$ cat config.mk
export PLATFORM = sky130hd
export DESIGN_NAME = lca_correspondence_engine
export DESIGN_NICKNAME = d
export VERILOG_FILES = /design/src/rtl/lca_pkg.sv /design/src/rtl/lca_correspondence_engine_table.sv /design/src/rtl/lca_correspondence_engine.sv
export SDC_FILE = /design/constraint.sdc
export NUM_CORES = 1
export LEC_CHECK = 0
export CAP_MARGIN = 5
export CORE_UTILIZATION = 40
export DETAILED_ROUTE_END_ITERATION = 10
export HOLD_SLACK_MARGIN = 0.15
export PLACE_DENSITY = 0.63
export SLEW_MARGIN = 20
export SYNTH_ARGS = -nofsm -noshare
export SYNTH_HDL_FRONTEND = slang
export SYNTH_SLANG_ARGS = --single-unit
$ cat constraint.sdc
create_clock -name clk -period 14.45 [get_ports clk]
set_input_delay 1.445 -clock clk [delete_from_list [all_inputs] [get_ports clk]]
set_output_delay 1.445 -clock clk [all_outputs]
set_load 0.01 [all_outputs]
$ cat src/rtl/lca_pkg.sv
// Shared types and width helpers for the linear-correspondence engine.
package lca_pkg;

    typedef enum logic [1:0] {
        IDLE,
        SCAN,
        DONE
    } lca_state_e;

    // Index width that never collapses to zero bits.
    function automatic int idx_w(input int n);
        return (n > 1) ? $clog2(n) : 1;
    endfunction

    function automatic int cnt_w(input int n);
        return $clog2(n + 1);
    endfunction

endpackage

$ cat src/rtl/lca_correspondence_engine_table.sv
// Relation table: NUM_SUBJ x NUM_OBJ property vectors, one write port and
// two combinational read ports. Out-of-range writes are dropped.
module lca_relation_table
    import lca_pkg::*;
#(
    parameter int NUM_SUBJ = 4,
    parameter int NUM_OBJ  = 4,
    parameter int NUM_PROP = 8,
    localparam int SW = idx_w(NUM_SUBJ),
    localparam int OW = idx_w(NUM_OBJ)
) (
    input  logic                clk,
    input  logic                rst,
    input  logic                wr_en,
    input  logic [SW-1:0]       wr_subj,
    input  logic [OW-1:0]       wr_obj,
    input  logic [NUM_PROP-1:0] wr_data,
    input  logic [SW-1:0]       rd_subj_a,
    input  logic [OW-1:0]       rd_obj_a,
    output logic [NUM_PROP-1:0] rd_data_a,
    input  logic [SW-1:0]       rd_subj_b,
    input  logic [OW-1:0]       rd_obj_b,
    output logic [NUM_PROP-1:0] rd_data_b
);

    localparam int DEPTH = NUM_SUBJ * NUM_OBJ;
    localparam int AW    = idx_w(DEPTH);

    logic [NUM_PROP-1:0] mem_q [DEPTH];
    logic [NUM_PROP-1:0] mem_d [DEPTH];

    function automatic logic in_range(input logic [SW-1:0] s,
                                      input logic [OW-1:0] o);
        return (int'(s) < NUM_SUBJ) && (int'(o) < NUM_OBJ);
    endfunction

    function automatic logic [AW-1:0] addr(input logic [SW-1:0] s,
                                           input logic [OW-1:0] o);
        return AW'(int'(s) * NUM_OBJ + int'(o));
    endfunction

    always_comb begin
        mem_d = mem_q;
        if (wr_en && in_range(wr_subj, wr_obj)) begin
            mem_d[addr(wr_subj, wr_obj)] = wr_data;
        end
    end

    assign rd_data_a = in_range(rd_subj_a, rd_obj_a) ?
                       mem_q[addr(rd_subj_a, rd_obj_a)] : '0;
    assign rd_data_b = in_range(rd_subj_b, rd_obj_b) ?
                       mem_q[addr(rd_subj_b, rd_obj_b)] : '0;

    always_ff @(posedge clk or posedge rst) begin
        if (rst) begin
            mem_q <= '{default: '0};
        end else begin
            mem_q <= mem_d;
        end
    end

endmodule

$ cat src/rtl/lca_correspondence_engine.sv
// Sequential correspondence engine: scans two table vectors one property per cycle.
// Optional LCA_PROP_MASK_EN adds a property mask register sampled at query accept.
module lca_correspondence_engine
    import lca_pkg::*;
#(
    parameter int NUM_SUBJ = 4,
    parameter int NUM_OBJ  = 4,
    parameter int NUM_PROP = 8,
    parameter int TOL      = 0,
    localparam int SW = idx_w(NUM_SUBJ),
    localparam int OW = idx_w(NUM_OBJ),
    localparam int CW = cnt_w(NUM_PROP)
) (
    input  logic                clk,
    input  logic                rst,
    input  logic                wr_en,
    input  logic [SW-1:0]       wr_subj,
    input  logic [OW-1:0]       wr_obj,
    input  logic [NUM_PROP-1:0] wr_data,
`ifdef LCA_PROP_MASK_EN
    input  logic                mask_wr_en,
    input  logic [NUM_PROP-1:0] mask_data,
`endif
    input  logic                q_valid,
    output logic                q_ready,
    input  logic [SW-1:0]       q_subj1,
    input  logic [OW-1:0]       q_obj1,
    input  logic [SW-1:0]       q_subj2,
    input  logic [OW-1:0]       q_obj2,
    output logic                r_valid,
    input  logic                r_ready,
    output logic                r_is_linear,
    output logic [CW-1:0]       r_match_cnt,
    output logic                r_err,
    output logic                busy
);

    localparam int KW = idx_w(NUM_PROP);

    logic [NUM_PROP-1:0] rd1, rd2, cur_mask;
    logic                q_bad, hit, miss;

    lca_state_e          state_q, state_d;
    logic [NUM_PROP-1:0] vec1_q, vec1_d, vec2_q, vec2_d;
    logic [NUM_PROP-1:0] msk_q, msk_d;
    logic [KW-1:0]       k_q, k_d;
    logic [CW-1:0]       match_q, match_d, mism_q, mism_d;
    logic                q_ready_q, q_ready_d, r_valid_q, r_valid_d;
    logic                busy_q, busy_d, r_lin_q, r_lin_d, r_err_q, r_err_d;
    logic [CW-1:0]       r_cnt_q, r_cnt_d;

    lca_relation_table #(
        .NUM_SUBJ (NUM_SUBJ),
        .NUM_OBJ  (NUM_OBJ),
        .NUM_PROP (NUM_PROP)
    ) u_table (
        .clk       (clk),
        .rst       (rst),
        .wr_en     (wr_en),
        .wr_subj   (wr_subj),
        .wr_obj    (wr_obj),
        .wr_data   (wr_data),
        .rd_subj_a (q_subj1),
        .rd_obj_a  (q_obj1),
        .rd_data_a (rd1),
        .rd_subj_b (q_subj2),
        .rd_obj_b  (q_obj2),
        .rd_data_b (rd2)
    );

`ifdef LCA_PROP_MASK_EN
    logic [NUM_PROP-1:0] mask_q, mask_d;

    assign mask_d   = mask_wr_en ? mask_data : mask_q;
    assign cur_mask = mask_q;

    always_ff @(posedge clk or posedge rst) begin
        if (rst) begin
            mask_q <= '1;
        end else begin
            mask_q <= mask_d;
        end
    end
`else
    assign cur_mask = '1;
`endif

    assign q_bad = (int'(q_subj1) >= NUM_SUBJ) || (int'(q_obj1) >= NUM_OBJ) ||
                   (int'(q_subj2) >= NUM_SUBJ) || (int'(q_obj2) >= NUM_OBJ);

    // Property k lives in bit NUM_PROP-1-k; vectors shift left each scan cycle.
    assign hit  = msk_q[NUM_PROP-1] && (vec1_q[NUM_PROP-1] == vec2_q[NUM_PROP-1]);
    assign miss = msk_q[NUM_PROP-1] && (vec1_q[NUM_PROP-1] != vec2_q[NUM_PROP-1]);

    always_comb begin
        state_d = state_q;
        vec1_d  = vec1_q;
        vec2_d  = vec2_q;
        msk_d   = msk_q;
        k_d     = k_q;
        match_d = match_q;
        mism_d  = mism_q;
        r_lin_d = r_lin_q;
        r_err_d = r_err_q;
        r_cnt_d = r_cnt_q;
        unique case (state_q)
            IDLE: begin
                if (q_valid && q_bad) begin
                    state_d = DONE;
                    r_err_d = 1'b1;
                    r_lin_d = 1'b0;
                    r_cnt_d = '0;
                end else if (q_valid) begin
                    state_d = SCAN;
                    vec1_d  = rd1;
                    vec2_d  = rd2;
                    msk_d   = cur_mask;
                    k_d     = '0;
                    match_d = '0;
                    mism_d  = '0;
                end
            end
            SCAN: begin
                match_d = match_q + CW'(hit);
                mism_d  = mism_q + CW'(miss);
                vec1_d  = vec1_q << 1;
                vec2_d  = vec2_q << 1;
                msk_d   = msk_q << 1;
                k_d     = k_q + 1'b1;
                if (k_q == KW'(NUM_PROP - 1) || int'(mism_d) == TOL + 1) begin
                    state_d = DONE;
                    r_err_d = 1'b0;
                    r_cnt_d = match_d;
                    r_lin_d = (int'(mism_d) <= TOL);
                end
            end
            DONE: begin
                if (r_ready) begin
                    state_d = IDLE;
                end
            end
            default: state_d = IDLE;
        endcase
        q_ready_d = (state_d == IDLE);
        r_valid_d = (state_d == DONE);
        busy_d    = (state_d != IDLE);
    end

    always_ff @(posedge clk or posedge rst) begin
        if (rst) begin
            state_q   <= IDLE;
            vec1_q    <= '0;
            vec2_q    <= '0;
            msk_q     <= '0;
            k_q       <= '0;
            match_q   <= '0;
            mism_q    <= '0;
            q_ready_q <= 1'b1;
            r_valid_q <= 1'b0;
            busy_q    <= 1'b0;
            r_lin_q   <= 1'b0;
            r_err_q   <= 1'b0;
            r_cnt_q   <= '0;
        end else begin
            state_q   <= state_d;
            vec1_q    <= vec1_d;
            vec2_q    <= vec2_d;
            msk_q     <= msk_d;
            k_q       <= k_d;
            match_q   <= match_d;
            mism_q    <= mism_d;
            q_ready_q <= q_ready_d;
            r_valid_q <= r_valid_d;
            busy_q    <= busy_d;
            r_lin_q   <= r_lin_d;
            r_err_q   <= r_err_d;
            r_cnt_q   <= r_cnt_d;
        end
    end

    assign q_ready     = q_ready_q;
    assign r_valid     = r_valid_q;
    assign busy        = busy_q;
    assign r_is_linear = r_lin_q;
    assign r_err       = r_err_q;
    assign r_match_cnt = r_cnt_q;

endmodule

==> results.txt <==
----------------------------------------------------
[Floorplanning]
  Area of the die ... about 0.023 mm^2
  Horiz. Die Dim ... about 150 um
  Number of I/O pins ... 34
  Area inside the core boundary ... 0.0212 mm^2
  Starting Density ... 41.3%
  Y dimension of the die ... ~150 um
  Cell row count ... between 50 and 60

[Setup path]
  Crit path arrival time ... approximately 3700 ps
  Critical-path cell list ... clkdlybuf4s50_1, nor3b_1, nor2b_1, mux2_2
  Number of cells on the worst reg-to-reg path ... 8
  Worst path slowest cell ... sky130_fd_sc_hd__nor2b_1
  Critical path required time ... 14760 ps
  Register-to-register setup slack ... roughly 12000 ps
  Category of the most critical setup path ... primary input to register
  Beginning of the worst register-to-register path ... vec1_q[7]
  Longest individual stage delay on the worst path ... 900 ps
  Worst R2R End ... r_match_cnt[2]
  Endpoint kind of the worst setup timing path ... register
  Type of origin of the critical path ... primary input
  CP Max Fanout ... 8

[Cells and area]
  Fraction of layout cells with a size suffix above 1 ... about 39%
  Number of fill cells in the layout ... ~1900
  Share of the core filled with cells ... between 40% and 50%
  Ant. Diodes ... 0
  Final layout net count ... about 640
  Layout Area Growth over Synthesis ... 13.1%

[Min path]
  Worst hold path cell count ... 1
  Worst hold path type ... register to register
  Startpoint of the tightest hold check path ... k_q[0]
  Endpoint of the worst hold path ... k_q[0]

[Clocking]
  Number of buffers created by CTS ... 17
  H-tree depth reported by CTS ... 4
  Buffer type at the clock tree root ... sky130_fd_sc_hd__clkbuf_16
  Clock net sink count ... around 170
  Number of hold-repair buffers added at the cts stage ... 0
  Clock transition time at the flip-flop clock pins of the worst setup and hold paths ... approximately 60 ps
  Count of instances resized after the clock tree is built ... 0
  Max clock buf depth ... 2
  TritonCTS clock tree ... yes
  Total setup buffers inserted after CTS ... 0
  Clock latency on the worst-skew pair ... around 430 ps

[Timing]
  Worst slew margin ... 18.9%
  Final hold viol count ... 0
  Worst clock skew ... 8.43 ps
  Max Fclk ... between 200 and 300 MHz
  Fin. max-slew vios ... 0
  Final critical-path share of the clock period ... between 20% and 30%
  Setup repair after global routing missed its margin ... false
  Sum of negative setup slack ... 0 ps
  Final min period ... between 3000 and 4000 ps
  Pin slew with the least headroom to its limit ... between 1000 and 1500 ps
  Finish-stage setup viols ... 0

[Logic synthesis]
  Number of different library cells in the post-synthesis netlist ... 43
  #FFs+latches synth ... about 170
  Netlist Area Pre-Place ... ~0.009 mm^2
  Ys Warns ... 0
  Number of standard cells after synthesis ... between 500 and 600
  Top FF cell, synth ... sky130_fd_sc_hd__dfrtp_1
  Post-Syn Area per Cell ... 14.9 um^2
  Post-synthesis sequential area ratio ... 49.4%
  Share of flip-flops with an asynchronous set or reset ... 100%
  Mapped Nets ... a little over 600
  Number of synthesized flops with an enable pin ... 0

[Placed design]
  Post-detailed-placement half-perimeter wirelength ... approximately 14 mm
  IO Port Bufs ... 32
  GP Congestion ... 0.785

[Routing]
  Count of vias placed by the detailed router ... ~5500
  Number of nets still failing antenna checks after routing ... 0
  Number of design-rule violations left by the first detailed-router iteration ... between 300 and 400
  Remaining routing DRC violations ... 0
  Number of iterations in the first detailed-routing pass ... 4
  Via density ... approximately 6
  Average wire per cell in the routed design ... ~24 um
  Detailed Route WL ... about 22 mm

[Power]
  Worst IR Drop VDD ... ~0.086 mV
  Leakage power of the design ... between 4 and 5 nW
  Power share of the clock group ... between 20% and 30%
  Power, Total ... 1.65 mW
  Total net switching power ... around 0.5 mW
  Part of the total power dissipated in sequential elements ... approximately 44%
  Total power divided by cell area ... 167 mW/mm^2
  Switching share of power ... 29.7%
  Internal portion of total power ... 1.16 mW
  Gate power share ... between 20% and 30%

[GRT]
  Global routing usage summed across all routing layers ... roughly a fifth
  First-pass GRT wire length ... about 34 mm
  Pin count of the biggest net entering global routing ... 89
  Total overflow reported by the global router ... 0
  Number of global-route vias before repair ... around 5700
  Number of antenna violations at the first check in global routing ... 0

[Flow run]
  Maximum capacitance violations ... 0

[Outcome]
  Status ... finished clean

----------------------------------------------------
==> Yosys cell counts, drive strengths merged, types with 3 or more instances <==
master  count  share of area [%]
o21ai      14               0.80
ha          6               0.86
inv         3               0.13
mux2      132                 17
nor2b       7               0.50
nand3b      5               0.43
a221oi      5               0.50
a22oi       5               0.43
mux4       71                 19
nor2       35                1.5
nand2b      5               0.36
a21oi       5               0.29
nand2       9               0.39
clkbuf     33                1.4
o22a        7               0.70
buf        11                1.1
a22o       23                2.3
nand3       6               0.34
nor3b       7               0.60
o22ai       5               0.36
dfrtp     172                 49
==> layout by cell type, fill, tap and decap left out, types with 4 or more instances in the layout <==
cell type / count
sky130_fd_sc_hd__dfrtp_1: 172
sky130_fd_sc_hd__mux2_2: 132
sky130_fd_sc_hd__mux4_2: 62
sky130_fd_sc_hd__nor2_1: 32
sky130_fd_sc_hd__clkdlybuf4s50_1: 30
sky130_fd_sc_hd__a22o_1: 23
sky130_fd_sc_hd__clkbuf_16: 17
sky130_fd_sc_hd__o21ai_0: 13
sky130_fd_sc_hd__buf_4: 10
sky130_fd_sc_hd__nand2_1: 9
sky130_fd_sc_hd__mux4_1: 9
sky130_fd_sc_hd__nor2b_1: 7
sky130_fd_sc_hd__nor3b_1: 7
sky130_fd_sc_hd__o22a_1: 7
sky130_fd_sc_hd__nand3_1: 6
sky130_fd_sc_hd__ha_1: 6
sky130_fd_sc_hd__nand3b_1: 5
sky130_fd_sc_hd__nand2b_1: 5
sky130_fd_sc_hd__a22oi_1: 5
sky130_fd_sc_hd__a21oi_1: 5
sky130_fd_sc_hd__o22ai_1: 5
sky130_fd_sc_hd__a221oi_1: 5
sky130_fd_sc_hd__clkbuf_8: 4
sky130_fd_sc_hd__clkinvlp_4: 4
==> per-layer routing <==
layer	up-vias	global-route usage [%]	wire length [um]
met1	2949	28.8	9510
met3	34	4.63	1220
met5	-	0	0
li1	2317	-	-
met4	0	6.87	511
met2	183	32.4	10300
==> power groups by stage <==
stage	combinational [mW]	sequential, mW	clock, mW
after floorplan	0.348	0.691	0
after global placement	0.434	0.720	0
after detailed placement	0.448	0.729	0
after CTS	0.450	0.721	0.492
after global routing	0.489	0.742	0.510
final	0.448	0.723	0.482
==> through the flow <==
step	hold slack [ps]	std cells	setup slack [ps]	area (um^2)
after floorplan	446	590	8320	8760
after global placement	458	863	10660	9280
after detailed placement	469	863	10600	9290
after CTS	481	894	11080	9900
after global routing	504	894	10920	9910
final	484	894	11070	9910
==> sequential cells by signal (all words and copies together) (netlist names) <==
signal,cells
u_table.mem_q,128
msk_q,8
vec1_q,8
vec2_q,8
match_q,4
mism_q,4
r_match_cnt,4
k_q,3
state_q,2
busy,1
q_ready,1
r_is_linear,1
r_valid,1
==> how the worst max path moves through the flow <==
stage / start / slack [ps] / endpoint / cells past startpoint
after floorplan: rst / 8320 / busy / 1
after global placement: wr_en / 10660 / u_table.mem_q[24] / 4
after detailed placement: wr_en / 10600 / u_table.mem_q[25] / 4
after CTS: q_obj1[0] / 11080 / vec1_q[0] / 4
after global routing: wr_en / 10920 / u_table.mem_q[25] / 4
final: wr_en / 11070 / u_table.mem_q[25] / 4
==> worst max-delay path, delay by kind of cell <==
family / cells / cell delay, ps
buf+inv: 1 / 510
mux: 1 / 420
simple gates: 2 / 1300
==> final cells by class <==
cell class              count  area, um^2  share of cell area, %
well taps                 275         344                   3.47
inverters                   3        16.3                  0.164
flip-flops and latches    173        4330                   43.7
multi-input cells         370        4210                   42.5
clock buffers              22         484                   4.88
repair buffers             42         392                   3.95
clock inverters             9         134                   1.35
==> cell families after synthesis <==
family                     Yosys count  synth area share (%)
muxes                              203                  35.6
DFF                                173                  49.4
and+or+nand+nor                     82                  4.74
AOI/OAI and AO/OA                   74                  6.35
buffers and inverters               47                  2.60
adders and majority gates            6                 0.857
xor gates and xnor gates             4                 0.400
other                                1                0.0428
Note: power is estimated with default switching activity, not from simulation.
